--- src/rtl/mips_mc_control.sv ---
// rtl/mips_mc_control.sv - multi-cycle MIPS control unit (Moore FSM)
//
// Purpose: sequences the datapath of a multi-cycle MIPS core through
// fetch/decode/execute/memory/writeback for R, LW, SW, BEQ, ADDI and J.
// Unsupported opcodes park the FSM in ERR with a sticky illegal flag.
//
// Ports:
//   clk        rising-edge clock
//   rst        synchronous active-high reset
//   opcode     instruction[31:26] from the instruction register
//   mem_ready  memory done this cycle (read data valid / write accepted)
//   zero       ALU zero flag, qualifies the branch PC write
//   mem_req, IorD, MemRead, MemWrite, IRWrite, PCWrite, PCSource,
//   ALUSrcA, ALUSrcB, ALUOp, RegDst, MemtoReg, RegWrite
//              datapath controls, decoded from the current state
//   illegal    sticky unsupported-opcode flag
//   state_dbg  current state code
module mips_mc_control (
  input  logic       clk,
  input  logic       rst,
  input  logic [5:0] opcode,
  input  logic       mem_ready,
  input  logic       zero,
  output logic       mem_req,
  output logic       IorD,
  output logic       MemRead,
  output logic       MemWrite,
  output logic       IRWrite,
  output logic       PCWrite,
  output logic [1:0] PCSource,
  output logic       ALUSrcA,
  output logic [1:0] ALUSrcB,
  output logic [1:0] ALUOp,
  output logic       RegDst,
  output logic       MemtoReg,
  output logic       RegWrite,
  output logic       illegal,
  output logic [3:0] state_dbg
);

  typedef enum logic [3:0] {
    S_FETCH  = 4'd0,
    S_DECODE = 4'd1,
    S_MEMADR = 4'd2,
    S_MEMRD  = 4'd3,
    S_MEMWB  = 4'd4,
    S_MEMWR  = 4'd5,
    S_EXEC   = 4'd6,
    S_ALUWB  = 4'd7,
    S_BRANCH = 4'd8,
    S_ADDIEX = 4'd9,
    S_ADDIWB = 4'd10,
    S_JUMP   = 4'd11,
    S_ERR    = 4'd15
  } state_t;

  localparam logic [5:0] OP_R    = 6'b000000;
  localparam logic [5:0] OP_LW   = 6'b100011;
  localparam logic [5:0] OP_SW   = 6'b101011;
  localparam logic [5:0] OP_BEQ  = 6'b000100;
  localparam logic [5:0] OP_ADDI = 6'b001000;
  localparam logic [5:0] OP_J    = 6'b000010;

  state_t r_state;
  state_t w_next;
  logic   r_illegal;

  // Next-state decode. Anything not explicitly handled, including the
  // unused codes 12-14, falls into ERR.
  always_comb begin
    w_next = S_ERR;
    case (r_state)
      S_FETCH:  w_next = mem_ready ? S_DECODE : S_FETCH;
      S_DECODE: begin
        case (opcode)
          OP_LW, OP_SW: w_next = S_MEMADR;
          OP_R:         w_next = S_EXEC;
          OP_BEQ:       w_next = S_BRANCH;
          OP_ADDI:      w_next = S_ADDIEX;
          OP_J:         w_next = S_JUMP;
          default:      w_next = S_ERR;
        endcase
      end
      S_MEMADR: begin
        if (opcode == OP_LW)      w_next = S_MEMRD;
        else if (opcode == OP_SW) w_next = S_MEMWR;
        else                      w_next = S_ERR;
      end
      S_MEMRD:  w_next = mem_ready ? S_MEMWB : S_MEMRD;
      S_MEMWB:  w_next = S_FETCH;
      S_MEMWR:  w_next = mem_ready ? S_FETCH : S_MEMWR;
      S_EXEC:   w_next = S_ALUWB;
      S_ALUWB:  w_next = S_FETCH;
      S_BRANCH: w_next = S_FETCH;
      S_ADDIEX: w_next = S_ADDIWB;
      S_ADDIWB: w_next = S_FETCH;
      S_JUMP:   w_next = S_FETCH;
      S_ERR:    w_next = S_ERR;
      default:  w_next = S_ERR;
    endcase
  end

  // State register and sticky illegal flag. The flag is set on the edge
  // that enters ERR so it is already high during the first ERR cycle.
  always_ff @(posedge clk) begin
    if (rst) begin
      r_state   <= S_FETCH;
      r_illegal <= 1'b0;
    end else begin
      r_state <= w_next;
      if (w_next == S_ERR) begin
        r_illegal <= 1'b1;
      end
    end
  end

  // Output decode. Controls are a function of the state only, except the
  // FETCH IR/PC load (qualified by mem_ready) and the branch PC load
  // (qualified by zero), which must act in the same cycle.
  always_comb begin
    mem_req  = 1'b0;
    IorD     = 1'b0;
    MemRead  = 1'b0;
    MemWrite = 1'b0;
    IRWrite  = 1'b0;
    PCWrite  = 1'b0;
    PCSource = 2'b00;
    ALUSrcA  = 1'b0;
    ALUSrcB  = 2'b00;
    ALUOp    = 2'b00;
    RegDst   = 1'b0;
    MemtoReg = 1'b0;
    RegWrite = 1'b0;
    case (r_state)
      S_FETCH: begin
        mem_req = 1'b1;
        MemRead = 1'b1;
        ALUSrcB = 2'b01;
        IRWrite = mem_ready;
        PCWrite = mem_ready;
      end
      S_DECODE: begin
        ALUSrcB = 2'b11;
      end
      S_MEMADR: begin
        ALUSrcA = 1'b1;
        ALUSrcB = 2'b10;
      end
      S_MEMRD: begin
        mem_req = 1'b1;
        MemRead = 1'b1;
        IorD    = 1'b1;
      end
      S_MEMWB: begin
        MemtoReg = 1'b1;
        RegWrite = 1'b1;
      end
      S_MEMWR: begin
        mem_req  = 1'b1;
        MemWrite = 1'b1;
        IorD     = 1'b1;
      end
      S_EXEC: begin
        ALUSrcA = 1'b1;
        ALUOp   = 2'b10;
      end
      S_ALUWB: begin
        RegDst   = 1'b1;
        RegWrite = 1'b1;
      end
      S_BRANCH: begin
        ALUSrcA  = 1'b1;
        ALUOp    = 2'b01;
        PCSource = 2'b01;
        PCWrite  = zero;
      end
      S_ADDIEX: begin
        ALUSrcA = 1'b1;
        ALUSrcB = 2'b10;
      end
      S_ADDIWB: begin
        RegWrite = 1'b1;
      end
      S_JUMP: begin
        PCSource = 2'b10;
        PCWrite  = 1'b1;
      end
      default: begin
      end
    endcase
    // Reset must suppress every side effect immediately, even mid-wait,
    // so no partial memory or register write can slip through.
    if (rst) begin
      mem_req  = 1'b0;
      MemRead  = 1'b0;
      MemWrite = 1'b0;
      IRWrite  = 1'b0;
      PCWrite  = 1'b0;
      RegWrite = 1'b0;
    end
  end

  assign illegal   = r_illegal;
  assign state_dbg = r_state;

endmodule

--- config.mk ---
export PLATFORM = sky130hd
export DESIGN_NAME = mips_mc_control
export DESIGN_NICKNAME = d
export VERILOG_FILES = /design/src/rtl/mips_mc_control.sv
export SDC_FILE = /design/constraint.sdc
export NUM_CORES = 1
export LEC_CHECK = 0
export ABC_CLOCK_PERIOD_IN_PS = 2700
export BUFFER_PORTS_ARGS = -buffer_cell sky130_fd_sc_hd__buf_2
export CAP_MARGIN = 20
export CORE_AREA = 5 5 42 44
export DETAILED_ROUTE_END_ITERATION = 10
export DIE_AREA = 0 0 47 49
export PLACE_DENSITY_LB_ADDON = 0.3
export SYNTH_ARGS = -nofsm -noshare
export SYNTH_HDL_FRONTEND = slang
export SYNTH_SLANG_ARGS = --single-unit
--- constraint.sdc ---
create_clock -name clk -period 2.7 [get_ports clk]
set_input_delay 0.135 -clock clk [delete_from_list [all_inputs] [get_ports clk]]
set_output_delay 0.135 -clock clk [all_outputs]
set_load 0.01 [all_outputs]
==> run_results.csv <==
group,metric,value,unit
status,outcome,"finished, final reports clean",
sta,tightest_slew,0.567,ns
die,coreArea,0.00140,sq mm
clock_network,cts_hold_buf,0,
routing,vias,772,
finish,multi_input_area,445,sq um
sta,setup-violations-final,0,
setup_path,reg2reg_depth,4,
logic_synthesis,synth.distinct_cells,34,
clock_network,htreeDepth,1,
setup_path,r2r-start,"state_dbg[1]",
placement,post-place-ws,1.02,ns
placement,place.gp.congestion,0.851,
logic_synthesis,yosysWarnings,0,
routing,drt_iter0_markers,24,
routing,ant_nets,0,
setup_path,regToRegSetupSlack,1.02,ns
routing,drt_pass1_iterations,4,
setup_path,startpoint_type,"register",
setup_path,slowest_delay,0.67,ns
clock_network,cts_resized,0,
die,die_y,49,microns
sta,slew_headroom,62.2,%
global_routing,antenna_found_initial,0,
sta,period_needed,1.87,ns
sta,grt_setup_unrepaired,"no",
setup_path,cp_slowest_cell,"dfxtp_1",
placement,place_hpwl,1380,microns
placement,port_buffers,30,
routing,drc,0,
logic_synthesis,ys_ff_latch,5,
clock_network,cts_buffers,3,
die,ios,31,
pwr,powerDensity,1110,mW/mm^2
finish,ff_latch_area,100,sq um
setup_path,rr_endpoint,"state_dbg[2]",
global_routing,grt_pass1_vias,634,
clock_network,root_buffer,"clkbuf_4",
logic_synthesis,yosys.area_share.adder,0,%
sta,period_share,69.4,%
setup_path,cp-end-kind,"output pin",
logic_synthesis,synth_edf_count,0,
logic_synthesis,synth_mux_area_share,3.31,%
setup_path,critical_path_class,"register to output pin",
clock_network,path_clk_slew,0.04,ns
finish,nets,129,
clock_network,clockBufferDepth,2,
finish,syn_to_final_growth,26.9,%
logic_synthesis,synth_top_family_by_area,"simple AND/OR/NAND/NOR gates",
die,die_area,0.00230,sq mm
setup_path,arrival,1.74,ns
logic_synthesis,synth_top_area_cell,"dfxtp_1",
die,start_util,43.2,%
clock_network,cts_tree,"built",
clock_network,post_cts_buffers,0,
pwr,ir_drop,0.578,mV
sta,fmax,534,MHz
sta,fin_setup_tns,0,ns
logic_synthesis,ys.flop_type,"dfxtp_1",
logic_synthesis,synth_async_sr_flop_share,0,%
clock_network,clock_latency,0.25,ns
logic_synthesis,synthSimpleGateAreaFrac,38.0,%
logic_synthesis,synthTopCellsByArea,"dfxtp_1 17%, a21oi_1 8.3%, nand2b_1 8.3%",
routing,vias_per_cell,5.76,
sta,drv_slew,0,
global_routing,grt_max_degree,18,
setup_path,critPathMaxFanout,17,
logic_synthesis,syn_inst,90,
logic_synthesis,synth_fp_nets,100,
sta,hold_viol,0,
logic_synthesis,synth_xor_area_share,4.34,%
logic_synthesis,synth_area,606,sq um
finish,fillers,153,
clock_network,clock_sinks,5,
setup_path,path_cells,"or2b_1, and3_1, or2_1, buf_2",
worst_hold_path,hp-class,"input port to register",
routing,wl,1800,microns
setup_path,crit_start,"state_dbg[1]",
global_routing,grt_pass1_wl,2790,microns
finish,antennaDiodeCount,0,
logic_synthesis,avgSynthCellArea,6.73,sq um
flow_run,drv_cap,0,
global_routing,overflow,0,
logic_synthesis,synth_compound_area_share,27.9,%
sta,layout_setup_ws,0.827,ns
finish,drive_gt1_share,33.1,%
pwr,leakagePower,0.369,nW
logic_synthesis,yosysSeqAreaShare,16.5,%
die,rows,14,
logic_synthesis,netlist.area_leader.share,16.5,%
setup_path,worstPathRequired,2.57,ns
routing,wl_per_cell,13.4,microns
setup_path,crit_path_end,"mem_req",
sta,worst_clock_skew,0.00244,ns
global_routing,grt_usage,16.6,%
die,dieWidth,47,microns
## worst min-delay path by stage
stage	start	endpoint	slack, ns	cells after the start
floorplan	opcode[4]	state_dbg[3]	0.28	2
global placement	rst	state_dbg[0]	0.43	2
detailed placement	rst	state_dbg[0]	0.43	2
CTS	rst	state_dbg[0]	0.17	2
global route	rst	state_dbg[0]	0.19	2
finish	rst	state_dbg[0]	0.17	2
## worst max-delay path: cells and delay by family (launching register included)
kind	cells	cell delay, ns
buf+inv	1	0.14
flops	1	0.67
simple gates	3	0.68
## report_power, final
| group | internal [mW] | leakage (nW) | switching (mW) | total (mW) |
|---|---|---|---|---|
| Combinational | 0.253 | 0.312 | 0.321 | 0.574 |
| Clock | 0.0560 | 0.0150 | 0.0334 | 0.0894 |
| Sequential | 0.106 | 0.0411 | 0.0826 | 0.189 |
| Total | 0.415 | 0.369 | 0.437 | 0.852 |
## state kept, by name, indices dropped and copies added (netlist names)
register,cells
illegal,1
state_dbg,4
## metal layers
metal | up-vias | GRT usage (%) | part of all wire, %
met3 | 4 | 2.21 | 7.7
li1 | 380 | - | -
met1 | 356 | 18.2 | 40
met5 | - | 0 | 0
met2 | 32 | 28.5 | 49
met4 | 0 | 9.68 | 2.8
## synthesized netlist by cell type, types with 2 or more instances
master and n:
o31ai_1 2, xor2_1 2, nand2_1 5, a32oi_1 2
a31oi_1 2, nor2_1 12, a21oi_1 10, or2_1 2
o21ai_0 2, buf_2 3, a211oi_1 2, nand2b_1 8
inv_1 4, and3_1 2, clkbuf_1 2, o21ai_1 2
nor3_1 6, dfxtp_1 5, mux2i_1 2
## per-stage QoR
stage	cells	instance area, sq um	hold slack, ns	utilization (%)	total power [mW]
after floorplan	90	606	0.276	-	0.595
after global placement	130	742	0.428	52.9	0.760
after detailed placement	130	742	0.428	52.9	0.766
after CTS	134	768	0.169	54.8	0.857
after global routing	134	768	0.187	54.8	0.936
final	134	768	0.173	54.8	0.852
## cell type report
| type | instances | area share (%) |
|---|---|---|
| sequential | 5 | 13.0 |
| timing repair buffer | 31 | 20.5 |
| multi-input combinational | 73 | 58.0 |
| tap | 16 | 2.61 |
| clock buffer | 4 | 3.42 |
| inverter | 5 | 2.44 |
## kinds of logic after synthesis
group,after synthesis
muxes,2
xor gates and xnor gates,3
buffers and inverters,12
DFF,5
AOI/OAI and AO/OA,26
and+or+nand+nor,42
## cells in the final DEF (no fill, tap or decap)
cell	synthesis	routed
a31oi_1	2	2
o21ai_0	2	2
o21ai_1	2	2
or2_1	2	2
nand2_1	5	5
o21bai_1	1	1
a221oi_1	1	1
nor3_2	1	1
or2b_1	1	1
a32oi_1	2	2
xnor2_1	1	1
nor4_2	1	1
nor4_1	1	1
dfxtp_1	5	5
a211oi_1	2	2
nand3_1	1	1
or3b_4	1	1
buf_2	3	30
inv_1	4	4
inv_2	1	1
and4_1	1	1
o31ai_1	2	2
nor3_1	6	6
clkbuf_4	0	3
nand2b_1	8	8
clkbuf_1	2	1
and3_1	2	2
mux2i_1	2	2
a32oi_2	1	1
xor2_1	2	2
a21oi_1	10	10
nor2_1	12	12
buf_4	1	1
o22ai_1	1	1
Power figures use the tool's default switching activity.
